<file path="config.mk">
export PLATFORM = sky130hd
export DESIGN_NAME = board_io_cond
export DESIGN_NICKNAME = d
export VERILOG_FILES = /design/src/rtl/board_io_cond.sv
export SDC_FILE = /design/constraint.sdc
export NUM_CORES = 1
export LEC_CHECK = 0
export BUFFER_PORTS_ARGS = -buffer_cell sky130_fd_sc_hd__buf_2
export CAP_MARGIN = 20
export CORE_ASPECT_RATIO = 0.75
export CORE_MARGIN = 2
export CORE_UTILIZATION = 29
export CTS_CLUSTER_DIAMETER = 60
export DETAILED_ROUTE_END_ITERATION = 6
export PLACE_DENSITY = 0.55
export SLEW_MARGIN = 40
export SYNTH_ARGS = -nofsm -noshare
export SYNTH_HDL_FRONTEND = slang
export SYNTH_SLANG_ARGS = --single-unit
</file>
<file path="constraint.sdc">
create_clock -name i_clk -period 2.4 [get_ports i_clk]
set_input_delay 0.48 -clock i_clk [delete_from_list [all_inputs] [get_ports i_clk]]
set_output_delay 0.48 -clock i_clk [all_outputs]
set_load 0.02 [all_outputs]
</file>
<file path="src/rtl/board_io_cond.sv">
// Board input conditioning: per-channel synchronizer, debouncer, edge pulses,
// sticky pending flags with interrupt, plus a registered LED output bus.
module board_io_cond #(
  parameter int N_IN            = 21,
  parameter int N_OUT           = 16,
  parameter int SYNC_STAGES     = 2,
  parameter int DEBOUNCE_CYCLES = 16
) (
  input  logic             i_clk,
  input  logic             i_reset,
  input  logic [N_IN-1:0]  i_raw,
  output logic [N_IN-1:0]  o_data,
  output logic [N_IN-1:0]  o_rise,
  output logic [N_IN-1:0]  o_fall,
  input  logic [N_IN-1:0]  i_rise_en,
  input  logic [N_IN-1:0]  i_fall_en,
  input  logic [N_IN-1:0]  i_clr,
  output logic [N_IN-1:0]  o_pending,
  output logic             o_irq,
  input  logic [N_OUT-1:0] i_gpio_out,
  output logic [N_OUT-1:0] o_led
);

  localparam int CW = $clog2(DEBOUNCE_CYCLES + 1);
  localparam logic [CW-1:0] CNT_MAX = CW'(DEBOUNCE_CYCLES - 1);

  logic [SYNC_STAGES-1:0][N_IN-1:0] sync_q, sync_d;
  logic [N_IN-1:0][CW-1:0]          cnt_q, cnt_d;
  logic [N_IN-1:0] sync;
  logic [N_IN-1:0] upd;
  logic [N_IN-1:0] stable_q, stable_d;
  logic [N_IN-1:0] rise_q, rise_d;
  logic [N_IN-1:0] fall_q, fall_d;
  logic [N_IN-1:0] pend_q, pend_d;
  logic [N_OUT-1:0] led_q, led_d;

  assign sync = sync_q[SYNC_STAGES-1];

  always_comb begin
    sync_d = {sync_q[SYNC_STAGES-2:0], i_raw};
    led_d  = i_gpio_out;
  end

  // A channel flips only after sync has disagreed for DEBOUNCE_CYCLES edges
  always_comb begin
    cnt_d    = cnt_q;
    stable_d = stable_q;
    upd      = '0;
    for (int i = 0; i < N_IN; i++) begin
      if (sync[i] == stable_q[i]) begin
        cnt_d[i] = '0;
      end else if (cnt_q[i] == CNT_MAX) begin
        upd[i]      = 1'b1;
        stable_d[i] = sync[i];
        cnt_d[i]    = '0;
      end else begin
        cnt_d[i] = cnt_q[i] + CW'(1);
      end
    end
  end

  always_comb begin
    rise_d = upd & stable_d;
    fall_d = upd & ~stable_d;
    pend_d = (rise_d & i_rise_en)
           | (fall_d & i_fall_en)
           | (pend_q & ~i_clr);
  end

  always_ff @(posedge i_clk) begin
    if (i_reset) begin
      sync_q   <= '0;
      cnt_q    <= '0;
      stable_q <= '0;
      rise_q   <= '0;
      fall_q   <= '0;
      pend_q   <= '0;
      led_q    <= '0;
    end else begin
      sync_q   <= sync_d;
      cnt_q    <= cnt_d;
      stable_q <= stable_d;
      rise_q   <= rise_d;
      fall_q   <= fall_d;
      pend_q   <= pend_d;
      led_q    <= led_d;
    end
  end

  assign o_data    = stable_q;
  assign o_rise    = rise_q;
  assign o_fall    = fall_q;
  assign o_pending = pend_q;
  assign o_irq     = |pend_q;
  assign o_led     = led_q;

endmodule

</file>
Word level (Yosys, flattened, before mapping)
Cells that the tools add are included.
- output and inout port bits: 101
- register bits: 247
- input port bits: 102
- equality and inequality tests: 42
- reduce and logical (&&, ||, !) cells: 22
- muxes and demuxes: 84
- add/sub/neg operators: 21
- bitwise logic cells: 9
- operators by type and width (operator ; count):
    adder 5 x 1 -> 5 bit, second input constant ; 21
    bitwise AND 21 bit ; 5
    == test 5 x 4 -> 1 bit, second input constant ; 21
    2-to-1 mux 1 bit ; 84
    OR reduction 3 bit ; 21
    inverter 21 bit ; 2
    bitwise OR 21 bit ; 2
    == test 1 bit ; 21
    OR reduction 21 bit ; 1

Depth between registers and ports, before layout
- depth after elaboration: 8
- depth in mapped cells: 6

Worst setup path after synthesis
Ideal clock, no wire load.
- path kind: register to output
- start: register pend_q[9], in the netlist o_pending[9]
- end: output o_irq
- cell stages (with the launch flop): 4
- arrival: 1.050 ns
- path buffers: 0
- setup slack: 0.870 ns
- data required time: 1.920 ns
- cell sequence: dfxtp_1 nor4_1 and4_1 nand4_1
- longest elaborated chain between the ends: 1
- RTL lines (element ; RTL line ; text):
    from (decl) ; 34 ; logic [N_IN-1:0] pend_q, pend_d;
    from (signal assigned) ; 85 ; pend_q <= pend_d;
    OR reduction 21 bit ; 94 ; assign o_irq = |pend_q;
    to (decl) ; 19 ; output logic o_irq,
Every way passes these cells.

Worst setup path in the final report
- start: register pend_q[14], in the netlist o_pending[14]
- end: output o_irq
The elaborated chain is that of the path after synthesis.

==> metrics list <==
* Status: finished clean
- Entering global routing, the biggest net connects 55 pins.
- The net count of the finished layout is 1223.
- Counting flops with a built-in enable in the synthesized netlist gives 0.
- The worst setup path is of the reg2out kind.
* Leakage power: 4.579 nW
- TritonCTS built the clock tree.
- Between clock sinks in the finished design, the worst skew comes to 0.01392 ns.
* Endpoint kind of the worst setup timing path: primary output
* Most used flip-flop cell after synthesis: sky130_fd_sc_hd__dfxtp_1
- Share of final-layout standard cells stronger than drive strength 1: 23.20%
- Derived from the worst setup path, the maximum achievable clock frequency is 0.4316 GHz.
- The via count of the first global-routing pass was 5888.
- Share of the clock period used by the worst path after layout: 96.55%
* Clock tree root buffer cell: sky130_fd_sc_hd__clkbuf_16
- The worst hold path passes through 2 cells.
* Count of final max-slew check failures: 0
- In this run, placement finished with an instance count of 1443.
- Synthesis inferred 247 register bits.
* Number of I/O port buffers: 202
* Number of different library cells in the post-synthesis netlist: 25
- The first routing iteration left 181 violations.
- The placed instances occupy a cell area of 10130 um2.
- Setup violations remaining at the end of the flow were counted as 0.
- Worst hold path type: in2reg
* WL per Instance: 12.49 um
- Number of top-level pins: 203
* DIE AREA: 31130 um2
- In this run the worst path has a maximum fanout of 3.
- The tree built by TritonCTS fans out to 247 sinks.
* Worst IR Drop VDD: 0.0004232 V
- The region available for standard cell placement spans 29190 um2.
- Summed over all layers, the routed wires come to 18570 um.
- In this run the core area contains 54 standard-cell rows.
* CTS HTree Levels: 1
* Final Cell Area: 10980 um2
- The worst path in the final design needs a cycle of 2.317 ns, including I/O delays and setup.
- Post-Synthesis Net Count: 997
- Clk pin slew, worst setup/hold paths: 0.06 ns
* Setup slack, reg-to-reg: 0.87 ns
- Measured in cells, the most critical reg-to-reg path has a length of 5.
- Final hold violation count: 0
- After routing, the total negative slack on setup checks comes to 0 ns.
- For this block, the via count after detailed routing is 6175.
- After legalization and detailed placement, the total HPWL measured 13590 um.
* Clock latency on the worst-skew pair: 0.54 ns
* Number of iterations in the first detailed-routing pass: 4
* Clock tree buffer depth: 3
- Leaving out fill and tap cells, the most frequent cell in the layout is sky130_fd_sc_hd__dfxtp_1.
- In this run the cell area of the synthesized design comes to 8618 um2.
- Sequential cells were found to cover 57.38% of the synthesized design area.
* Max-Cap Viols: 0
- Remaining global-route overflow: 0
- Fill cells in the final layout number 2953.
- Slew of the pin with the lowest slew margin: 0.6637 ns
* Vert. Die Dim: 153.3 um
- For this configuration, the core starts out at a cell density of 29.53%.
- At the end of routability-driven placement, the weighted congestion stood at 0.7973.
- Gate count after technology mapping: 853
- Vias per std cell: 4.153
* Number of routed nets with antenna violations: 0
- Number of antenna violations at the first check in global routing: 2
* Worst slew slack as a fraction of its limit: 55.69%
* Unrepaired setup endpoints after global routing: yes
* Leading cell types in the layout, fill and taps excluded: sky130_fd_sc_hd__dfxtp_1 (246), sky130_fd_sc_hd__buf_2 (200), sky130_fd_sc_hd__nor2_1 (168), sky130_fd_sc_hd__inv_1 (63), sky130_fd_sc_hd__nand2b_1 (63)
* Per-instance average area after synthesis: 10.10 um2
- Ant. Diodes: 0
- Yosys printed 0 warnings.
- The first global-routing pass estimated 29770 um of wire.
- For the worst setup path, the data required time is 1.92 ns.
- Power per cell area: 752.5 nW/um2
- The area growth from synthesis to layout is 27.40%.
* Non-filler instance count after layout: 1487
* Hold-fix buffers, CTS: 0
* Arr. time, crit path: 1.84 ns
* Kind of start point of the critical path: flip-flop
- Global routing consumed, over all layers together, 11.85% of the routing resources.
- Counting flops with an async set or reset pin after synthesis yields a share of 0%.
- Cells fill 37.62% of the core in the end.
- Number of buffers added by the clock tree synthesis step: 26
- In the routed design, unresolved DRC markers number 0.
- Die W: 203.1 um
==> timing repair <==
item / in CTS / in global routing
resized for setup: 3 / 5
buffers inserted: 0 / 0
hold endpoints to repair: 0 / 0
setup endpoints to repair: 1 / 1
pin swaps: 1 / 2
==> Yosys cell counts, types with 5 or more instances <==
cell                       count  area share, %
sky130_fd_sc_hd__buf_2         5           0.29
sky130_fd_sc_hd__nor2_1      168            7.3
sky130_fd_sc_hd__nor2b_1      58            4.2
sky130_fd_sc_hd__clkbuf_1      6           0.26
sky130_fd_sc_hd__inv_1        63            2.7
sky130_fd_sc_hd__nand2b_1     63            4.6
sky130_fd_sc_hd__o22ai_1      21            1.5
sky130_fd_sc_hd__dfxtp_1     247             57
sky130_fd_sc_hd__and3_1       21            1.5
sky130_fd_sc_hd__ha_1         42            6.1
sky130_fd_sc_hd__mux2i_1      21            2.4
sky130_fd_sc_hd__nand2_1      21           0.91
sky130_fd_sc_hd__a22o_1       21            2.1
sky130_fd_sc_hd__a211o_1      21            2.1
sky130_fd_sc_hd__xor2_1       21            2.1
sky130_fd_sc_hd__nand3_1      21            1.2
sky130_fd_sc_hd__xnor2_1      21            2.1
==> logic make-up after synthesis <==
logic type / synth area share, %
and+or+nand+nor: 20.28
xor gates and xnor gates: 4.268
adders and majority gates: 6.098
muxes: 2.439
DFF: 57.38
buffers and inverters: 3.746
AOI/OAI and AO/OA: 5.793
==> layout make-up <==
class,instances,area (um2),area share (%)
inverters,64,240.2,2.188
flip-flops and latches,247,4949,45.07
multi-input cells,527,3379,30.78
well taps,392,490.5,4.467
clock inverters,4,56.30,0.5128
clock buffers,40,753.2,6.860
repair buffers,213,1111,10.12
==> report_power, final <==
| group | switching (mW) | total, mW | internal [mW] |
|---|---|---|---|
| clock network | 1.56 | 3.82 | 2.25 |
| registers | 0.0239 | 4.18 | 4.16 |
| logic | 0.136 | 0.265 | 0.129 |
| total | 1.72 | 8.26 | 6.54 |
==> worst max-delay path: stages, from the launching register on <==
cell and delay, ns:
sky130_fd_sc_hd__dfxtp_4 0.36, sky130_fd_sc_hd__nor4_4 0.29, sky130_fd_sc_hd__buf_4 0.19, sky130_fd_sc_hd__and4_4 0.23, sky130_fd_sc_hd__nand4_1 0.07, sky130_fd_sc_hd__buf_4 0.17
==> routing by layer <==
layer / wire [um] / up-vias / track usage [%]
met5: 0 / - / 0
met4: 435 / 0 / 3.059
met3: 1547 / 35 / 4.200
met2: 7212 / 180 / 17.35
met1: 9376 / 2738 / 16.48
li1: - / 3222 / -
==> worst paths after layout <==
| path | from | to |
|---|---|---|
| setup / recovery | o_pending[14] | o_irq |
| hold / removal | i_gpio_out[1] | o_led[1] |
| setup reg to reg | cnt_q[10] | cnt_q[11] |
| hold reg to reg | sync_d[21] | sync[0] |
==> metrics by stage <==
step                      hold WS (ns)  power, mW  setup WS [ns]
after floorplan                 0.4138      4.399         0.8698
after global placement          0.4178      4.542         0.4683
after detailed placement        0.4204      4.544         0.4935
after CTS                       0.1143      8.429       0.002167
after global routing            0.1260      8.621       0.002695
final                           0.1465      8.262        0.08286
==> flip-flops by register name, summed over array words and instances, names as in the netlist <==
name	cells
cnt_q	105
o_rise	21
o_fall	21
o_led	16
sync_d	21
o_pending	21
sync	21
o_data	21
No activity file was read; power rests on OpenSTA's default activity.
